[config.mk]
export PLATFORM = sky130hd
export DESIGN_NAME = gpio_irq_top
export DESIGN_NICKNAME = d
export VERILOG_FILES = /design/src/rtl/gpio_irq_pkg.sv /design/src/rtl/gpio_sync_edge.sv /design/src/rtl/gpio_irq_top.sv
export SDC_FILE = /design/constraint.sdc
export NUM_CORES = 1
export LEC_CHECK = 0
export CORE_ASPECT_RATIO = 1.5
export CORE_UTILIZATION = 50
export DETAILED_ROUTE_END_ITERATION = 6
export PLACE_DENSITY_LB_ADDON = 0.3
export SLEW_MARGIN = 20
export SYNTH_ARGS = -nofsm -noshare
export SYNTH_HDL_FRONTEND = slang
export SYNTH_SLANG_ARGS = --single-unit
[constraint.sdc]
create_clock -name pclk -period 1.4 [get_ports pclk]
set_clock_uncertainty 0.05 [all_clocks]
set_input_delay 0.14 -clock pclk [delete_from_list [all_inputs] [get_ports pclk]]
set_output_delay 0.14 -clock pclk [all_outputs]
set_load 0.01 [all_outputs]
[src/rtl/gpio_irq_pkg.sv]
// rtl/gpio_irq_pkg.sv - register indices and register count for the GPIO/IRQ block
package gpio_irq_pkg;
  localparam logic [2:0] REG_GPI_DATA = 3'd0;
  localparam logic [2:0] REG_GPO_DATA = 3'd1;
  localparam logic [2:0] REG_GPO_SET  = 3'd2;
  localparam logic [2:0] REG_GPO_CLR  = 3'd3;
  localparam logic [2:0] REG_IRQ_EN   = 3'd4;
  localparam logic [2:0] REG_IRQ_RISE = 3'd5;
  localparam logic [2:0] REG_IRQ_FALL = 3'd6;
  localparam logic [2:0] REG_IRQ_STAT = 3'd7;
  localparam int         REG_COUNT    = 8;
endpackage

[src/rtl/gpio_sync_edge.sv]
// rtl/gpio_sync_edge.sv - per-bit input synchroniser with rise/fall detection
module gpio_sync_edge #(
  parameter int WIDTH  = 16,
  parameter int STAGES = 2
) (
  input  logic             clk,
  input  logic             rst_n,
  input  logic [WIDTH-1:0] din,
  output logic [WIDTH-1:0] dout,
  output logic [WIDTH-1:0] rise,
  output logic [WIDTH-1:0] fall
);
  logic [WIDTH-1:0] chain [STAGES];
  logic [WIDTH-1:0] prev;

  // prev resets to 0 alongside the chain, so pins already high at release read as a rise
  always_ff @(posedge clk or negedge rst_n) begin
    if (!rst_n) begin
      for (int i = 0; i < STAGES; i++) chain[i] <= '0;
      prev <= '0;
    end else begin
      chain[0] <= din;
      for (int i = 1; i < STAGES; i++) chain[i] <= chain[i-1];
      prev <= chain[STAGES-1];
    end
  end

  assign dout = chain[STAGES-1];
  assign rise = chain[STAGES-1] & ~prev;
  assign fall = ~chain[STAGES-1] & prev;
endmodule

[src/rtl/gpio_irq_top.sv]
// rtl/gpio_irq_top.sv - APB GPIO block with per-pin edge interrupts
module gpio_irq_top
  import gpio_irq_pkg::*;
#(
  parameter int GPI_W       = 16,
  parameter int GPO_W       = 16,
  parameter int SYNC_STAGES = 2
) (
  input  logic             pclk,
  input  logic             presetn,
  input  logic [2:0]       paddr,
  input  logic             psel,
  input  logic             penable,
  input  logic             pwrite,
  input  logic [31:0]      pwdata,
  input  logic [GPI_W-1:0] gpi,
  output logic [31:0]      prdata,
  output logic             pready,
  output logic             pslverr,
  output logic [GPO_W-1:0] gpo,
  output logic             irq
);
  logic [GPI_W-1:0] gpi_data, rise, fall;
  logic [GPO_W-1:0] gpo_q;
  logic [GPI_W-1:0] en_q, rise_en_q, fall_en_q, stat_q;
  logic [GPI_W-1:0] stat_set, stat_clr;
  logic             irq_q;
  logic             wr;
  logic [31:0]      rd_data;
  logic             unused_pwdata;

  gpio_sync_edge #(.WIDTH(GPI_W), .STAGES(SYNC_STAGES)) u_sync (
    .clk  (pclk),
    .rst_n(presetn),
    .din  (gpi),
    .dout (gpi_data),
    .rise (rise),
    .fall (fall)
  );

  assign wr            = psel & penable & pwrite;
  assign pready        = psel & penable;
  assign pslverr       = wr & (paddr == REG_GPI_DATA);
  assign unused_pwdata = ^pwdata;

  assign stat_set = (rise & rise_en_q) | (fall & fall_en_q);
  assign stat_clr = (wr && paddr == REG_IRQ_STAT) ? pwdata[GPI_W-1:0] : '0;

  always_ff @(posedge pclk or negedge presetn) begin
    if (!presetn) begin
      gpo_q     <= '0;
      en_q      <= '0;
      rise_en_q <= '0;
      fall_en_q <= '0;
      stat_q    <= '0;
      irq_q     <= 1'b0;
    end else begin
      if (wr) begin
        case (paddr)
          REG_GPO_DATA: gpo_q     <= pwdata[GPO_W-1:0];
          REG_GPO_SET:  gpo_q     <= gpo_q | pwdata[GPO_W-1:0];
          REG_GPO_CLR:  gpo_q     <= gpo_q & ~pwdata[GPO_W-1:0];
          REG_IRQ_EN:   en_q      <= pwdata[GPI_W-1:0];
          REG_IRQ_RISE: rise_en_q <= pwdata[GPI_W-1:0];
          REG_IRQ_FALL: fall_en_q <= pwdata[GPI_W-1:0];
          default: ;
        endcase
      end
      // set is OR-ed after the clear so a coincident new edge survives the W1C
      stat_q <= (stat_q & ~stat_clr) | stat_set;
      irq_q  <= |(stat_q & en_q);
    end
  end

  always_comb begin
    rd_data = '0;
    if (psel) begin
      case (paddr)
        REG_GPI_DATA: rd_data[GPI_W-1:0] = gpi_data;
        REG_GPO_DATA: rd_data[GPO_W-1:0] = gpo_q;
        REG_IRQ_EN:   rd_data[GPI_W-1:0] = en_q;
        REG_IRQ_RISE: rd_data[GPI_W-1:0] = rise_en_q;
        REG_IRQ_FALL: rd_data[GPI_W-1:0] = fall_en_q;
        REG_IRQ_STAT: rd_data[GPI_W-1:0] = stat_q;
        default: ;
      endcase
    end
  end

  assign prdata = rd_data;
  assign gpo    = gpo_q;
  assign irq    = irq_q;
endmodule

[Word-level counts from Yosys, hierarchy flattened]
Index checks and enable logic that the tools add are counted.
Operators by class
  equality and inequality tests: 7
  mux-type cells: 4
  bitwise logic cells: 17
  reduce and logical (&&, ||, !) cells: 8
Operators with widths (number)
  AND 16 bit: 7
  one-hot mux 16 bit (6 select lines): 1
  inverter 16 bit: 4
  OR 16 bit: 3
  one-hot mux 16 bit (3 select lines): 1
  2-to-1 mux 16 bit: 2
  OR reduction 16 bit: 1
  equality test 3 bit, second input constant: 4
  AND reduction 2 bit: 4
  equality test 3 x 2 -> 1 bit, second input constant: 2
  AND 1 bit: 3
  equality test 3 x 1 -> 1 bit, second input constant: 1
  logical NOT 3 bit: 1
  nonzero test 3 bit: 1
  logical AND 1 bit: 1
Word-level totals
  register bits after elaboration: 129
  output and inout port bits: 51
  word-level logic and storage cells: 45

[Longest topological paths before layout]
  word-level depth: 7
  gate-level depth with buffers: 7
  gate-level depth less buffers: 4

[Cells and area by module]
From an unflattened synthesis, not the netlist that was laid out.
Second synthesis, totals
  cell total of the unflattened synthesis: 505
  area, all modules: 6144.6 um^2
By module, submodules not included
  gpio_irq_top: instances 1, cells each 409, area each 4543.1 um^2
  gpio_sync_edge: instances 1, cells each 96, area each 1601.5 um^2

[Least setup slack after synthesis]
No wires, ideal clock.
  path kind: input port to output port
  start point: input paddr[0]
  end point: output prdata[0]
  arrival time: 1.222 ns
  data required time: 1.210 ns
  path slack: -0.012 ns
  cell stages on the path: 5
  path buffers: 3
  cell sequence: buf_2 buf_2 buf_1 a221oi_1 a211oi_1
On the way
  longest elaborated chain between the ends: 3
  elaborated cells between the ends (all ways): 8
  those cells by class: eq/ne (5); mux (2); reduce/logical (1)
Ends and longest elaborated chain
  start: declaration: line gpio_irq_top.sv:11  | input logic [2:0] paddr,
  equality test 3 bit, or another cell as far along: line gpio_irq_top.sv:78  | case (paddr)
  one-hot mux 16 bit (6 select lines) *: line gpio_irq_top.sv:78
  2-to-1 mux 16 bit *: line gpio_irq_top.sv:77  | if (psel) begin
  end: declaration: line gpio_irq_top.sv:17  | output logic [31:0] prdata,
Mark *: on every way between the ends. The rest lies on a longest branch, timed or not.

[Worst setup path after layout]
  start point: register rise_en_q[10]
  end point: output prdata[10]
On the way
  longest elaborated chain between the ends: 2
Ends and longest elaborated chain
  start: declaration: line gpio_irq_top.sv:25  | logic [GPI_W-1:0] en_q, rise_en_q, fall_en_q, stat_q;
  start signal: assignment: line gpio_irq_top.sv:64  | REG_IRQ_RISE: rise_en_q <= pwdata[GPI_W-1:0];
  one-hot mux 16 bit (6 select lines): line gpio_irq_top.sv:78
  2-to-1 mux 16 bit: line gpio_irq_top.sv:77
No other way between the ends.

==> summary.txt <==
Outcome
  – Status: finished with violations
  – Violated checks: negative setup slack

Worst setup path
  – Startpoint types: register
  – CP Capture Type: output pin
  – Crit Reg-Reg Endpoint: irq
  – Worst-path fanout max: 2
  – WP data arrival: 1.66 ns
  – Crit-path max cell delay: 0.38 ns
  – Worst r2r src: stat_q[13]
  – Crit path required time: 1.21 ns
  – Buf+Inv Stages, Crit Path: 1
  – Cell Chain, Critical Path: and3_1, a31o_2, a221oi_2, nor2_1, buf_2
  – R2r worst-path depth: 5
  – Cell family with most CP delay: compound AO/OA/AOI/OAI gates
  – Flop-to-flop setup slack: -0.07 ns
  – WS Path Type: register to output pin
  – CP max stage cell: dfrtp_1

Power
  – Pint: 8730 uW
  – Flop pwr share: 37.9%
  – Pwr dens: 1380 nW/um^2
  – Max VDD drop: 0.802 mV
  – Sw frac: 28.4%
  – Leakage power: 0.00407 uW
  – Clock share of power: 36.8%
  – NetSw: 3470 uW
  – Combinational power share: 25.3%

Routing
  – DRC errors left: 0
  – Initial DRC Count: 444
  – First-pass detailed-route iteration total: 5
  – Routed wire length: 20.3 mm
  – Detail Route Antenna Nets: 0
  – Vias: 5333
  – Drt via density: 5.92
  – Avg WL per Cell: 22.5 um

Timing
  – RSZ-0062 raised after global routing: true
  – Fin. Hold Viols: 0
  – Fin crit share: 132%
  – Min cycle time layout: 1.85 ns
  – WHS: 0.110 ns
  – Highest clock rate: 540 MHz
  – PnR worst setup slack: -0.451 ns
  – Final Max Slew Viols: 0
  – Final setup viols: 20

Cells and area
  – Multi-input gate area: 2550 sq um
  – Register Area: 3230 sq um
  – # fillers: 671
  – Final Cell Area: 8830 sq um
  – Core Util, Final: 76.9%
  – Area growth, synth to finish: 50.8%
  – N_diodes: 0
  – Final net count: 794
  – Share of post-route cells with drive strength above 1: 46.1%

Clock tree
  – CTS clk-pin slew, worst paths: 0.06 ns
  – CTS root buf: clkbuf_16
  – TritonCTS clock tree: built
  – Clk buf depth: 2
  – Worst skew pair latency: 0.41 ns
  – H-tree levels: 4
  – Clock sinks: 129
  – CTS Buf Count: 17

Yosys
  – Mapped Cells: 487
  – Primary FF master, synth: dfrtp_1
  – Syn Area/Cell: 12.0 sq um
  – Synth area leaders: dfrtp_1 (55%), mux2_2 (10%), a21oi_1 (4.0%)
  – Synth area leader: dfrtp_1
  – Post-synthesis register bit count: 129
  – Post-synth EDFFs: 0
  – Most frequent cell after synthesis: dfrtp_1
  – Seq/Total Area, Yosys: 55.2%
  – Share of synthesized registers carrying an async set or reset: 100%
  – Share of the synthesized area in the top cell type: 55.2%
  – Synth Warn #: 0
  – Commonest cells in the synthesized netlist: dfrtp_1 (129), mux2_2 (53), a21oi_1 (47)
  – Cell area after synthesis: 5850 sq um
  – Synth cell types: 42

Placement
  – Hpwl dp: 11.6 mm
  – PortBufs: 74
  – Final RePlAce weighted congestion: 0.926
  – DP Area: 7830 sq um

Floorplan
  – Die height: 135 um
  – Initial Util: 51.0%
  – Total die area: 12200 sq um
  – CORE AREA: 11500 sq um
  – Top-level I/O count: 107
  – Site Rows: 48
  – Die X-Extent: 90.3 um

GRT
  – Largest net degree at the start of global routing: 45
  – Number of global-route vias before repair: 5519
  – First-pass GRT wire length: 28.6 mm
  – Antenna violations before repair: 0
  – Global route overflow: 0
  – Total Routing Usage GR: 31.2%

Run
  – Max Cap Violations: 0

Hold path
  – Hold Crit Class: primary input to register
  – Hold wc startpoint: gpi[2]
  – WHS Endpoint: u_sync.chain[18]
  – Hold Crit Depth: 1
## stage by stage
stage                     cells  TNS (ns)  worst slack (ns)  power [uW]
final                       901     -4.91            -0.451       12200
after floorplan             502   -0.0236           -0.0118        5640
after global placement      838    -45.14            -0.566        7120
after detailed placement    838    -46.34            -0.579        7250
after CTS                   887     -4.41            -0.434       11800
after global routing        901     -5.55            -0.480       12600
## repair_timing
item                                   CTS  global route
pin swaps                               33            22
cloned                                   1             1
hold buffers                             1             0
resized for setup                      139            39
endpoints found under the hold margin  100             0
buffers inserted                        15            16
setup endpoints to repair              103            36
## per-layer routing
layer	routed length, um	GRT usage (%)	share of wire (%)	up-vias
met1	7080	34.9	35	2624
met3	1400	6.25	6.9	115
li1	-	-	-	2230
met2	10400	55.1	51	364
met5	0	0	0	-
met4	1360	18.6	6.7	0
## worst register-to-register path, delay by kind of cell (launching register included)
family	cells	cell delay, ns
AOI/OAI and AO/OA	2	0.46
buffers and inverters	2	0.29
DFF	1	0.41
and+or+nand+nor	1	0.11
## sequential cells by signal (all words and copies together), names as in the netlist
signal,flops
en_q,16
fall_en_q,16
gpo,16
rise_en_q,16
stat_q,16
u_sync.chain,16
u_sync.dout,16
u_sync.prev,16
irq,1
## layout by cell type (no fill, tap or decap), types with 5 or more instances in the layout
master / instances
buf_4: 167
dfrtp_1: 129
mux2_2: 47
a21oi_1: 40
clkdlybuf4s50_1: 32
nand2_1: 25
mux2i_1: 20
buf_2: 19
inv_1: 18
nand3b_1: 18
clkbuf_16: 17
o211ai_1: 16
conb_1: 16
xnor2_1: 15
nor2_1: 11
buf_6: 11
o21ai_2: 10
buf_12: 9
a221oi_2: 8
o21ai_0: 8
clkdlybuf4s15_1: 8
a21oi_2: 7
o21ai_1: 6
mux2_4: 6
a211oi_2: 6
nand3_1: 5
a211o_1: 5
dlygate4sd2_1: 5
## area by class of cell
| class | instances | area share (%) |
|---|---|---|
| sequential | 129 | 36.6 |
| multi-input combinational | 312 | 28.9 |
| timing repair buffer | 259 | 24.7 |
| clock buffer | 21 | 5.33 |
| tap | 150 | 2.13 |
| clock inverter | 11 | 1.47 |
| inverter | 19 | 0.808 |
## cells by family (layout without fill, tap and decap cells)
kind of cell / Yosys count / count (layout) / synth area share (%)
AOI/OAI and AO/OA: 130 / 130 / 14.9
xor gates and xnor gates: 15 / 15 / 2.24
buffers and inverters: 61 / 310 / 6.16
DFF: 129 / 129 / 55.2
muxes: 76 / 76 / 14.2
other: 1 / 16 / 0.0641
and+or+nand+nor: 75 / 75 / 7.35
## worst max-delay path by stage
stage,slack [ns],start,cells after the start,to
3_5_place_dp,-0.58,psel,7,stat_q[0]
5_1_grt,-0.48,rise_en_q[10],5,prdata[10]
6_report,-0.45,rise_en_q[10],5,prdata[10]
2_1_floorplan,-0.01,paddr[0],5,prdata[8]
3_3_place_gp,-0.57,psel,5,pslverr
4_1_cts,-0.43,rise_en_q[10],5,prdata[10]
## power by group through the flow
stage | logic [uW] | registers (uW) | clock network [uW]
after global placement | 2530 | 4590 | 0
after floorplan | 999 | 4650 | 0
after detailed placement | 2640 | 4610 | 0
after global routing | 3270 | 4650 | 4680
after CTS | 2760 | 4570 | 4460
final | 3090 | 4620 | 4490
Power figures use the tool's default switching activity.
